## src/rtl/conv_frame_scheduler_if.sv

```systemverilog
// Handshake bundle between conv_frame_scheduler and its neighbours.
// master: the scheduler (drives the o_* signals, samples the i_* signals).
// slave : the environment (window buffer, convolution engine, pixel sink).
// Signals:
//   i_start/i_kernel_sel           frame start request and kernel select
//   o_kernel_sel                   kernel select latched for the frame
//   o_win_req/o_win_x/o_win_y      window fetch request and centre coordinate
//   i_win_ack                      window present at engine inputs
//   o_conv_enable                  engine start pulse
//   i_conv_busy/valid/rgb          engine status and result
//   o_pix_valid/data/last          output pixel stream, i_pix_ready accepts
//   o_busy/o_done/o_err            frame status
interface conv_frame_scheduler_if #(
    parameter int unsigned CW = 10
);
    logic          i_start;
    logic [1:0]    i_kernel_sel;
    logic [1:0]    o_kernel_sel;
    logic          o_win_req;
    logic [CW-1:0] o_win_x;
    logic [CW-1:0] o_win_y;
    logic          i_win_ack;
    logic          o_conv_enable;
    logic          i_conv_busy;
    logic          i_conv_valid;
    logic [23:0]   i_conv_rgb;
    logic          o_pix_valid;
    logic [23:0]   o_pix_data;
    logic          o_pix_last;
    logic          i_pix_ready;
    logic          o_busy;
    logic          o_done;
    logic          o_err;

    modport master (
        input  i_start, i_kernel_sel, i_win_ack, i_conv_busy, i_conv_valid, i_conv_rgb,
               i_pix_ready,
        output o_kernel_sel, o_win_req, o_win_x, o_win_y, o_conv_enable, o_pix_valid,
               o_pix_data, o_pix_last, o_busy, o_done, o_err
    );

    modport slave (
        output i_start, i_kernel_sel, i_win_ack, i_conv_busy, i_conv_valid, i_conv_rgb,
               i_pix_ready,
        input  o_kernel_sel, o_win_req, o_win_x, o_win_y, o_conv_enable, o_pix_valid,
               o_pix_data, o_pix_last, o_busy, o_done, o_err
    );
endinterface

```

## src/rtl/conv_frame_scheduler.sv

```systemverilog
// Frame-level sequencer for the shared 3x3 convolution engine. Walks an
// IMG_W x IMG_H frame in raster order; interior pixels are computed by the
// engine, border pixels are emitted as black. Every register advances only
// on cycles where i_Clk_en is high.
// Ports:
//   iClk      clock
//   iRst      synchronous active-high reset
//   i_Clk_en  clock enable shared with the engine
//   bus       conv_frame_scheduler_if.master (window, engine, pixel and status signals)
module conv_frame_scheduler #(
    parameter int unsigned IMG_W   = 640,
    parameter int unsigned IMG_H   = 480,
    parameter int unsigned CW      = 10,
    parameter int unsigned TIMEOUT = 16
) (
    input  logic                          iClk,
    input  logic                          iRst,
    input  logic                          i_Clk_en,
    conv_frame_scheduler_if.master        bus
);

    localparam int unsigned TW = $clog2(TIMEOUT);

    typedef enum logic [2:0] {
        StIdle,
        StSel,
        StFetch,
        StStart,
        StWait,
        StOut,
        StDone,
        StErr
    } state_e;

    state_e        state_q, state_d;
    logic [CW-1:0] x_q, x_d;
    logic [CW-1:0] y_q, y_d;
    logic [CW-1:0] win_x_q, win_x_d;
    logic [CW-1:0] win_y_q, win_y_d;
    logic [23:0]   pix_q, pix_d;
    logic [TW-1:0] cnt_q, cnt_d;
    logic [1:0]    ksel_q, ksel_d;
    logic          err_q, err_d;

    logic          win_req;
    logic          conv_en;
    logic          pix_valid;
    logic          done;
    logic          border;
    logic          x_end;
    logic          y_end;

    assign x_end  = (x_q == CW'(IMG_W - 1));
    assign y_end  = (y_q == CW'(IMG_H - 1));
    assign border = (x_q == '0) || x_end || (y_q == '0) || y_end;

    always_ff @(posedge iClk) begin
        if (iRst) begin
            state_q <= StIdle;
            x_q     <= '0;
            y_q     <= '0;
            win_x_q <= '0;
            win_y_q <= '0;
            pix_q   <= '0;
            cnt_q   <= '0;
            ksel_q  <= '0;
            err_q   <= 1'b0;
        end else if (i_Clk_en) begin
            state_q <= state_d;
            x_q     <= x_d;
            y_q     <= y_d;
            win_x_q <= win_x_d;
            win_y_q <= win_y_d;
            pix_q   <= pix_d;
            cnt_q   <= cnt_d;
            ksel_q  <= ksel_d;
            err_q   <= err_d;
        end
    end

    always_comb begin
        state_d   = state_q;
        x_d       = x_q;
        y_d       = y_q;
        win_x_d   = win_x_q;
        win_y_d   = win_y_q;
        pix_d     = pix_q;
        cnt_d     = cnt_q;
        ksel_d    = ksel_q;
        err_d     = err_q;
        win_req   = 1'b0;
        conv_en   = 1'b0;
        pix_valid = 1'b0;
        done      = 1'b0;

        unique case (state_q)
            StIdle: begin
                if (bus.i_start) begin
                    ksel_d  = bus.i_kernel_sel;
                    err_d   = 1'b0;
                    x_d     = '0;
                    y_d     = '0;
                    state_d = StSel;
                end
            end
            StSel: begin
                if (border) begin
                    pix_d   = 24'h000000;
                    state_d = StOut;
                end else begin
                    // Window coordinate is registered here so it is valid for all of
                    // FETCH and then holds until the next interior pixel.
                    win_x_d = x_q;
                    win_y_d = y_q;
                    state_d = StFetch;
                end
            end
            StFetch: begin
                win_req = 1'b1;
                if (bus.i_win_ack && !bus.i_conv_busy) begin
                    state_d = StStart;
                end
            end
            StStart: begin
                conv_en = 1'b1;
                cnt_d   = '0;
                state_d = StWait;
            end
            StWait: begin
                if (bus.i_conv_valid) begin
                    pix_d   = bus.i_conv_rgb;
                    state_d = StOut;
                end else if (cnt_q == TW'(TIMEOUT - 1)) begin
                    // Set on entry so o_err is already high alongside o_done in ERR.
                    err_d   = 1'b1;
                    state_d = StErr;
                end else begin
                    cnt_d = cnt_q + 1'b1;
                end
            end
            StOut: begin
                pix_valid = 1'b1;
                if (bus.i_pix_ready) begin
                    if (x_end && y_end) begin
                        state_d = StDone;
                    end else begin
                        if (x_end) begin
                            x_d = '0;
                            y_d = y_q + 1'b1;
                        end else begin
                            x_d = x_q + 1'b1;
                        end
                        state_d = StSel;
                    end
                end
            end
            StDone: begin
                done    = 1'b1;
                state_d = StIdle;
            end
            StErr: begin
                done    = 1'b1;
                state_d = StIdle;
            end
            default: begin
                state_d = StIdle;
            end
        endcase
    end

    assign bus.o_kernel_sel  = ksel_q;
    assign bus.o_win_req     = win_req;
    assign bus.o_win_x       = win_x_q;
    assign bus.o_win_y       = win_y_q;
    assign bus.o_conv_enable = conv_en;
    assign bus.o_pix_valid   = pix_valid;
    assign bus.o_pix_data    = pix_q;
    assign bus.o_pix_last    = pix_valid && x_end && y_end;
    assign bus.o_busy        = (state_q != StIdle);
    assign bus.o_done        = done;
    assign bus.o_err         = err_q;

endmodule

```

## src/flat_wrapper.sv

```systemverilog
// flat-port wrapper written by rule: the top's interface ports become plain ports
module conv_frame_scheduler_flat 
#(
    parameter int unsigned IMG_W   = 640,
    parameter int unsigned IMG_H   = 480,
    parameter int unsigned CW      = 10,
    parameter int unsigned TIMEOUT = 16
)
  (iClk, iRst, i_Clk_en, bus_i_start, bus_i_kernel_sel, bus_i_win_ack, bus_i_conv_busy, bus_i_conv_valid, bus_i_conv_rgb, bus_i_pix_ready, bus_o_kernel_sel, bus_o_win_req, bus_o_win_x, bus_o_win_y, bus_o_conv_enable, bus_o_pix_valid, bus_o_pix_data, bus_o_pix_last, bus_o_busy, bus_o_done, bus_o_err);
  conv_frame_scheduler_if #(.CW(CW)) bus_i ();
  input  logic iClk;
  input  logic iRst;
  input  logic i_Clk_en;
  input wire logic [$bits(bus_i.i_start)-1:0] bus_i_start;
  input wire logic [$bits(bus_i.i_kernel_sel)-1:0] bus_i_kernel_sel;
  input wire logic [$bits(bus_i.i_win_ack)-1:0] bus_i_win_ack;
  input wire logic [$bits(bus_i.i_conv_busy)-1:0] bus_i_conv_busy;
  input wire logic [$bits(bus_i.i_conv_valid)-1:0] bus_i_conv_valid;
  input wire logic [$bits(bus_i.i_conv_rgb)-1:0] bus_i_conv_rgb;
  input wire logic [$bits(bus_i.i_pix_ready)-1:0] bus_i_pix_ready;
  output wire logic [$bits(bus_i.o_kernel_sel)-1:0] bus_o_kernel_sel;
  output wire logic [$bits(bus_i.o_win_req)-1:0] bus_o_win_req;
  output wire logic [$bits(bus_i.o_win_x)-1:0] bus_o_win_x;
  output wire logic [$bits(bus_i.o_win_y)-1:0] bus_o_win_y;
  output wire logic [$bits(bus_i.o_conv_enable)-1:0] bus_o_conv_enable;
  output wire logic [$bits(bus_i.o_pix_valid)-1:0] bus_o_pix_valid;
  output wire logic [$bits(bus_i.o_pix_data)-1:0] bus_o_pix_data;
  output wire logic [$bits(bus_i.o_pix_last)-1:0] bus_o_pix_last;
  output wire logic [$bits(bus_i.o_busy)-1:0] bus_o_busy;
  output wire logic [$bits(bus_i.o_done)-1:0] bus_o_done;
  output wire logic [$bits(bus_i.o_err)-1:0] bus_o_err;
  assign bus_i.i_start = bus_i_start;
  assign bus_i.i_kernel_sel = bus_i_kernel_sel;
  assign bus_i.i_win_ack = bus_i_win_ack;
  assign bus_i.i_conv_busy = bus_i_conv_busy;
  assign bus_i.i_conv_valid = bus_i_conv_valid;
  assign bus_i.i_conv_rgb = bus_i_conv_rgb;
  assign bus_i.i_pix_ready = bus_i_pix_ready;
  assign bus_o_kernel_sel = bus_i.o_kernel_sel;
  assign bus_o_win_req = bus_i.o_win_req;
  assign bus_o_win_x = bus_i.o_win_x;
  assign bus_o_win_y = bus_i.o_win_y;
  assign bus_o_conv_enable = bus_i.o_conv_enable;
  assign bus_o_pix_valid = bus_i.o_pix_valid;
  assign bus_o_pix_data = bus_i.o_pix_data;
  assign bus_o_pix_last = bus_i.o_pix_last;
  assign bus_o_busy = bus_i.o_busy;
  assign bus_o_done = bus_i.o_done;
  assign bus_o_err = bus_i.o_err;
  conv_frame_scheduler #(.IMG_W(IMG_W), .IMG_H(IMG_H), .CW(CW), .TIMEOUT(TIMEOUT)) u_core (.iClk(iClk), .iRst(iRst), .i_Clk_en(i_Clk_en), .bus(bus_i));
endmodule
```

## config.mk

```make
export PLATFORM = sky130hd
export DESIGN_NAME = conv_frame_scheduler_flat
export DESIGN_NICKNAME = d
export VERILOG_FILES = /design/src/rtl/conv_frame_scheduler_if.sv /design/src/rtl/conv_frame_scheduler.sv /design/src/flat_wrapper.sv
export SDC_FILE = /design/constraint.sdc
export NUM_CORES = 1
export LEC_CHECK = 0
export BUFFER_PORTS_ARGS = -buffer_cell sky130_fd_sc_hd__buf_2
export CAP_MARGIN = 0
export CORE_MARGIN = 5
export CORE_UTILIZATION = 45
export CTS_BUF_LIST = sky130_fd_sc_hd__clkbuf_4 sky130_fd_sc_hd__clkbuf_8 sky130_fd_sc_hd__clkbuf_16
export DETAILED_ROUTE_END_ITERATION = 8
export HOLD_SLACK_MARGIN = 0.03
export PLACE_DENSITY = 0.72
export SETUP_SLACK_MARGIN = 0.1
export SYNTH_ARGS = -nofsm -noshare
export SYNTH_HDL_FRONTEND = slang
export SYNTH_SLANG_ARGS = --single-unit
```

## constraint.sdc

```tcl
create_clock -name iClk -period 2.6 [get_ports iClk]
set_input_delay 0.26 -clock iClk [delete_from_list [all_inputs] [get_ports iClk]]
set_output_delay 0.26 -clock iClk [all_outputs]
set_load 0.02 [all_outputs]
```

After elaboration in Yosys (flattened, before gate mapping)
Index checks and enable logic that the tools add are counted. W data, S select, Z words.

Register bits: 74. Input port bits: 34. Output and inout bits: 53. Word-level logic and storage cells: 90.

Add/subtract/negate cells: 3. Eq/ne operators: 21. Multiplexer cells: 31. Bitwise logic cells: 1. Reduce and logical (&&, ||, !) cells: 25.

Operator list (count): $mux W10 (7); $mux W24 (2); $pmux W24 S2 (1); $pmux W10 S2 (2); $mux W3 (7); $pmux W3 S7 (1); $add A10 B1 Y10 const B (2); $logic_not A10 Y1 (2); $reduce_and A5 Y1 (3); $eq A3 B3 Y1 const B (4); $ne A2 B2 Y1 const B (6); $eq A10 B10 Y1 const B (1); $eq A10 B9 Y1 const B (1); $mux W4 (2); $ne A2 B1 Y1 const B (4); $pmux W4 S2 (1); $reduce_and A4 Y1 (2); $reduce_bool A2 Y1 (4); $mux W1 (7); $eq A3 B2 Y1 const B (2); $reduce_and A3 Y1 (2); $reduce_and A6 Y1 (1); $add A4 B1 Y4 const B (1); $eq A4 B4 Y1 const B (1); other kinds (10) (15).

Logic depth before layout (Yosys ltp)
Gate-level depths: netlist of run 1.

Word-level depth: 6. Depth in mapped cells: 8.

Worst setup path before layout of run 1
OpenSTA, ideal clock, no wires.

Path type: register to register. Start point: reg u_core.y_q[0]. End point: reg u_core.x_q[5]. Library setup time: 0.075 ns. Arrival: 1.992 ns. Data required time: 2.525 ns. Path slack: 0.533 ns. Stages on the path, launching flop included: 8. Period minus slack after synthesis: 2.067 ns. Cell sequence: dfxtp_1 > ha_1 > and4_1 > buf_6 > and3_4 > a211o_1 > or4_1 > o22ai_1.

Word-level cells in the longest chain between the ends: 4.

RTL lines: start: declaration (RTL line conv_frame_scheduler.sv:37) `logic [CW-1:0] y_q, y_d;`; start signal: assignment (RTL line conv_frame_scheduler.sv:71) `y_q <= y_d;`; $eq A10 B9 Y1 (RTL line conv_frame_scheduler.sv:54) `assign y_end = (y_q == CW'(IMG_H - 1));`; $logic_and A1 B1 Y1 (RTL line conv_frame_scheduler.sv:144) `if (x_end && y_end) begin`; $ne A2 B2 Y1 (no source line); $reduce_and A5 Y1 (no source line); end signal: assignment (RTL line conv_frame_scheduler.sv:60) `x_q <= '0;`; end signal: assignment (RTL line conv_frame_scheduler.sv:70) `x_q <= x_d;`; end: declaration (RTL line conv_frame_scheduler.sv:36) `logic [CW-1:0] x_q, x_d;`.

Every way passes these cells. A chain may end at the register's enable or synchronous reset.

Final worst setup path of run 1
Start point: reg u_core.y_q[0]. End point: reg u_core.x_q[9].

Same word-level chain as after synthesis.

==> results of run 1 <==
[cells by family (layout without fill, tap and decap cells)]
| family | Yosys count | count (layout) | share of synthesized area (%) |
|---|---|---|---|
| muxes | 3 | 3 | 0.893 |
| adders and majority gates | 5 | 5 | 1.79 |
| DFF | 74 | 74 | 42.3 |
| xor gates and xnor gates | 1 | 1 | 0.250 |
| and+or+nand+nor | 145 | 145 | 24.4 |
| AOI/OAI and AO/OA | 118 | 118 | 24.5 |
| buffers and inverters | 45 | 132 | 5.82 |
[sequential cells by signal (all words and copies together) (netlist names)]
| name | cells |
|---|---|
| u_core.bus.o_err | 1 |
| u_core.cnt_q | 4 |
| u_core.bus.o_win_y | 10 |
| u_core.bus.o_pix_data | 24 |
| u_core.state_q | 3 |
| u_core.y_q | 10 |
| u_core.x_q | 10 |
| u_core.bus.o_win_x | 10 |
| u_core.bus.o_kernel_sel | 2 |
[cell type report]
class | count | area, um^2 | area share [%]
Clock inverter | 6 | 82.6 | 1.94
Multi-Input combinational cell | 272 | 1820 | 42.8
Timing Repair Buffer | 105 | 573 | 13.5
Inverter | 12 | 45.0 | 1.06
Clock buffer | 9 | 124 | 2.91
Tap cell | 102 | 128 | 3.00
Sequential cell | 74 | 1480 | 34.8
[layout by cell type, fill, tap and decap left out, drive strengths merged, types with 10 or more instances in the layout]
cell type and count:
nand4 11, nor3 15, nor4b 11, a31o 15, nand3 16, a22o 25, nand2 24, a21oi 26
dfxtp 74, nor2 19, o31ai 10, buf 105, inv 12, o21ai 13
[report_power, final]
part           leakage, uW  internal (uW)  switching (uW)
Sequential        0.000597           1150            17.3
Combinational      0.00108           93.1             154
Clock             0.000105            530             438
Total              0.00178           1770             610
[worst max-delay path by stage]
stage,from,depth (start not counted),endpoint,slack [ps]
finish,u_core.y_q[0],6,u_core.x_q[9],230
global route,u_core.y_q[0],6,u_core.x_q[5],150
CTS,u_core.y_q[0],6,u_core.x_q[9],250
detailed placement,u_core.y_q[0],6,u_core.x_q[9],260
global placement,u_core.y_q[0],6,u_core.x_q[9],330
floorplan,u_core.y_q[0],7,u_core.x_q[5],530
[layer usage]
layer  vias to the layer above  GRT usage (%)  share of wire [%]
met5                         -              0                  0
met4                         0           6.30                1.3
met3                        15           5.14                6.8
met2                       116           30.2                 46
met1                      1591           27.6                 46
li1                       1644              -                  -
[metrics by stage]
step                      cell area, um^2  worst slack (ps)  std cells  hold slack (ps)  total power, uW
after floorplan                      3500               533        391              386             1340
after global placement               4050               328        565              440             1430
after detailed placement             4050               264        565              459             1440
after CTS                            4250               250        580              109             2390
after global routing                 4250               154        580              106             2470
final                                4250               230        580              117             2380
==> flow_summary.json, run 1 <==
{
  "rows": 32,
  "synth_edf_count": 0,
  "vias_per_cell": 5.80,
  "die_y_um": 98.2,
  "crit_required_ps": 2880,
  "grt_max_degree": 30,
  "relSlewSlack_pct": 62.5,
  "finClkSkew_ps": 11.6,
  "worstRegToRegCells": 6,
  "ys_seq_elements": 74,
  "drc": 0,
  "routed_wirelength_um": 9500,
  "tns_ps": 0,
  "wl_per_cell_um": 16.4,
  "diodes": 0,
  "clock_path_buffers": 2,
  "irDropWorstVdd_mv": 0.419,
  "tightest_slew_ps": 559,
  "crit_buf_inv": 0,
  "worst_path_largest_cell_delay_ps": 560,
  "crit_family": "simple AND/OR/NAND/NOR gates",
  "hpwl_um": 6710,
  "power_density_nw_per_um2": 559,
  "hold_start": "bus_i_conv_rgb[14]",
  "root_buffer": "clkbuf_8",
  "grt_first_pass_wirelength_um": 15900,
  "path_clk_slew_ps": 80,
  "post-synth-top-count-cell": "dfxtp_1",
  "setup_viol": 0,
  "crit_path_end_kind": "register",
  "ys_warn_count": 0,
  "holdPathEnd": "u_core.bus.o_pix_data[14]",
  "cp-start-kind": "register",
  "synthTopCellsByCount": "dfxtp_1 (74), a21oi_1 (26), a22o_1 (25)",
  "synth.area.top_cells": "dfxtp_1 (42%), a22o_1 (6.3%), a31o_2 (3.8%)",
  "cts_resized": 0,
  "start_util_pct": 45.8,
  "worstPathCellList": "ha_1, and4_1, and3_4, a211o_1, or4_1, a21oi_1",
  "grt_pass1_vias": 3208,
  "slew_viol_final": 0,
  "grtUsageTotal_pct": 19.9,
  "p_leak_uw": 0.00178,
  "fin_crit_ps": 2370,
  "antenna_found_initial": 0,
  "worstSetupPathType": "register to register",
  "drt_first_pass_iters": 5,
  "syn_nets": 430,
  "die_area_um2": 9640,
  "r2r_end": "u_core.x_q[9]",
  "post_cts_buffers": 0,
  "rrSetupSlack_ps": 230,
  "min_path_cells": 2,
  "cts_buffers": 9,
  "slowest_stage": "or4_1",
  "path_max_fanout": 15,
  "synth_top_area_share_pct": 42.3,
  "hold_path.class": "input pin to register",
  "drive_gt1_share_pct": 30.3,
  "cts_tree": "yes",
  "coreArea_um2": 7650,
  "antenna_left": 0,
  "status": "complete, no violations",
  "fmax_mhz": 422,
  "hold_viol": 0,
  "cp.arrival_ps": 2650,
  "yosysSeqAreaShare_pct": 42.3,
  "postCtsHoldBufs": 0,
  "cap_violations": 0,
  "rsz0062_at_grt": "no",
  "drtIter0Drc": 218,
  "synth_area_leader_cell": "dfxtp_1",
  "ios": 87,
  "grt.overflow.total": 0,
  "synth_cells": 391,
  "clock_latency_ps": 350,
  "ys_types": 61,
  "syn_to_final_growth_pct": 21.5,
  "vias": 3366,
  "syn_area_per_cell_um2": 8.95,
  "postLayoutCoreUtil_pct": 55.6,
  "ys_async_sr_fraction_pct": 0,
  "gp_congestion": 0.884,
  "clock_sinks": 74,
  "netlist_area_um2": 3500,
  "worstReg2RegStart": "u_core.y_q[0]",
  "fillers": 715,
  "nets": 513,
  "port_buffers": 86,
  "die_x_um": 98.2,
  "ys.flop_type": "dfxtp_1",
  "h-tree-depth": 3,
  "fin_crit_sh_pct": 91.2
}
No activity file was read; power rests on OpenSTA's default activity.
==> run 2: changes to the inputs <==
Settings changed: ABC_AREA from default to 1.
==> run 2 against run 1 <==
Effect of this change: clock power increased by 2%; sequential share of layout area decreased by 1.0 points; final cell count increased by 17%; critical path depth increased by 6; non-clock buffer count decreased by 12; fmax increased by 11%; sequential power about the same; via count increased by 1.1%; clock skew decreased by 3.1 ps; first-iteration DRC count decreased by 37%; design area increased by 3.0%; critical endpoint is now u_core.bus.o_pix_data[17]; largest power group unchanged; highest routed layer unchanged.
==> flow_summary.json, run 2 <==
{
  "busiest_layer": "met2",
  "fin_crit_ps": 2130,
  "met3_usage_pct": 6.02,
  "drtIter0Drc": 137,
  "die_x_um": 101,
  "hpwl_um": 6530,
  "h-tree-depth": 3,
  "rsz0062_at_grt": "no",
  "tns_ps": 0,
  "grt_first_pass_wirelength_um": 15200,
  "syn_nets": 525,
  "cp.arrival_ps": 2330,
  "yosysSeqAreaShare_pct": 40.1,
  "cap_violations": 0,
  "gp_congestion": 0.878,
  "crit_path_end_kind": "register",
  "antenna_found_initial": 0,
  "finClkSkew_ps": 8.48,
  "cts_buffers": 9,
  "ios": 87,
  "cts_tree": "yes",
  "synth_edf_count": 0,
  "drt_first_pass_iters": 4,
  "wl_per_cell_um": 13.0,
  "die_y_um": 101,
  "clock_latency_ps": 350,
  "post-synth-top-count-cell": "nand2_1",
  "slowest_stage": "dfxtp_1",
  "cts_resized": 0,
  "endpoint": "u_core.bus.o_pix_data[17]",
  "setup_viol": 0,
  "post_cts_buffers": 0,
  "hold_start": "bus_i_kernel_sel[0]",
  "crit_required_ps": 2800,
  "antenna_left": 0,
  "final_cell_mix": "nand2_1 (111), buf_2 (86), dfxtp_1 (74)",
  "clock_sinks": 74,
  "fmax_mhz": 469,
  "syn_to_final_growth_pct": 18.6,
  "synth.area.top_cells": "dfxtp_1 (40%), nand2_1 (11%), nand2_4 (7.0%)",
  "cp-start-kind": "register",
  "path_clk_slew_ps": 80,
  "synth_area_leader_cell": "dfxtp_1",
  "netlist_area_um2": 3690,
  "grt.overflow.total": 0,
  "worstRegToRegCells": 12,
  "grtUsageTotal_pct": 18.5,
  "p_leak_uw": 0.00188,
  "fin_crit_sh_pct": 81.9,
  "vias": 3404,
  "ys_types": 34,
  "path_max_fanout": 24,
  "crit_family": "simple AND/OR/NAND/NOR gates",
  "grt_pass1_vias": 3349,
  "syn_area_per_cell_um2": 7.60,
  "ys_async_sr_fraction_pct": 0,
  "synthTopCellsByCount": "nand2_1 (111), dfxtp_1 (74), a21oi_1 (46)",
  "worstReg2RegStart": "u_core.y_q[1]",
  "port_buffers": 86,
  "postLayoutCoreUtil_pct": 54.1,
  "status": "complete, no violations",
  "nets": 606,
  "start_util_pct": 45.7,
  "coreArea_um2": 8090,
  "relSlewSlack_pct": 57.6,
  "rows": 33,
  "ys.flop_type": "dfxtp_1",
  "clock_path_buffers": 2,
  "ys_seq_elements": 74,
  "postCtsHoldBufs": 0,
  "synth_cells": 486,
  "largest_reg_flops": 24,
  "crit_buf_inv": 0,
  "hold_viol": 0,
  "grt_max_degree": 54,
  "grt_util_met2_pct": 29.2,
  "synth_top_area_share_pct": 40.1,
  "globalRouteMet1Util_pct": 23.1,
  "routed_wirelength_um": 8830,
  "crit_start": "u_core.y_q[1]",
  "diodes": 0,
  "root_buffer": "clkbuf_8",
  "power_density_nw_per_um2": 569,
  "rrSetupSlack_ps": 470,
  "irDropWorstVdd_mv": 0.334,
  "die_area_um2": 10100,
  "path_depth": 12,
  "worstPathCellList": "ha_1, nand2_1, nor2_2, nand2_1, nor2_2, nor2_1, nand2_1, nand2_1, nand2_1, nand2_4, nand2_1, a21oi_1",
  "tightest_slew_ps": 636,
  "ys_warn_count": 0,
  "worstSetupPathType": "register to register",
  "worst_path_largest_cell_delay_ps": 400,
  "final_common_cell": "nand2_1",
  "vias_per_cell": 5.03,
  "r2r_end": "u_core.bus.o_pix_data[17]",
  "drc": 0,
  "hold_path.class": "input pin to register",
  "slew_viol_final": 0,
  "cpMostUsedCell": "nand2_1",
  "drive_gt1_share_pct": 30.4
}
-- run 2: worst min-delay path, cell delays in order --
cell	delay [ps]
buf_2	90
nand2_1	50
a21oi_1	50
-- run 2: routing by layer --
layer	up-vias	part of all wire [%]	wire [um]
met5	-	0	0
met3	16	7.3	645
li1	1752	-	-
met1	1538	43	3810
met4	0	2.3	204
met2	98	47	4170
-- run 2: report_power, final --
| part | internal, uW | leakage [uW] | switching (uW) |
|---|---|---|---|
| clock network | 560 | 0.000114 | 423 |
| registers | 1160 | 0.000598 | 27.8 |
| logic | 102 | 0.00117 | 223 |
-- run 2: final cells by class --
cell class	instances	area, um^2
fill	799	3710
sequential	74	1480
clock inverter	5	78.8
inverter	44	168
tap	105	131
timing repair buffer	93	483
multi-input combinational	345	1900
clock buffer	11	139
-- run 2: kinds of logic after synthesis --
kind of cell	after synthesis	synth area share (%)
fa+ha+maj	5	1.69
xor+xnor	2	0.474
flops	74	40.1
compound gates	88	14.1
simple gates	250	35.2
buf+inv	67	8.47
-- run 2: worst min-delay path by stage --
| stage | to | slack, ps | cells past startpoint |
|---|---|---|---|
| floorplan | u_core.bus.o_kernel_sel[0] | 400 | 2 |
| global placement | u_core.bus.o_pix_data[23] | 450 | 2 |
| detailed placement | u_core.bus.o_win_x[3] | 450 | 2 |
| CTS | u_core.bus.o_kernel_sel[0] | 130 | 3 |
| global route | u_core.bus.o_kernel_sel[1] | 130 | 3 |
| finish | u_core.bus.o_kernel_sel[0] | 150 | 3 |
-- run 2: metrics by stage --
step                hold slack (ps)  area, um^2  total power [uW]  instances  setup WS (ps)
floorplan                       403        3690              1460        486            877
global placement                446        4160              1530        661            549
detailed placement              452        4160              1540        661            480
CTS                             134        4380              2510        677            461
global route                    131        4380              2610        677            222
finish                          150        4380              2490        677            470
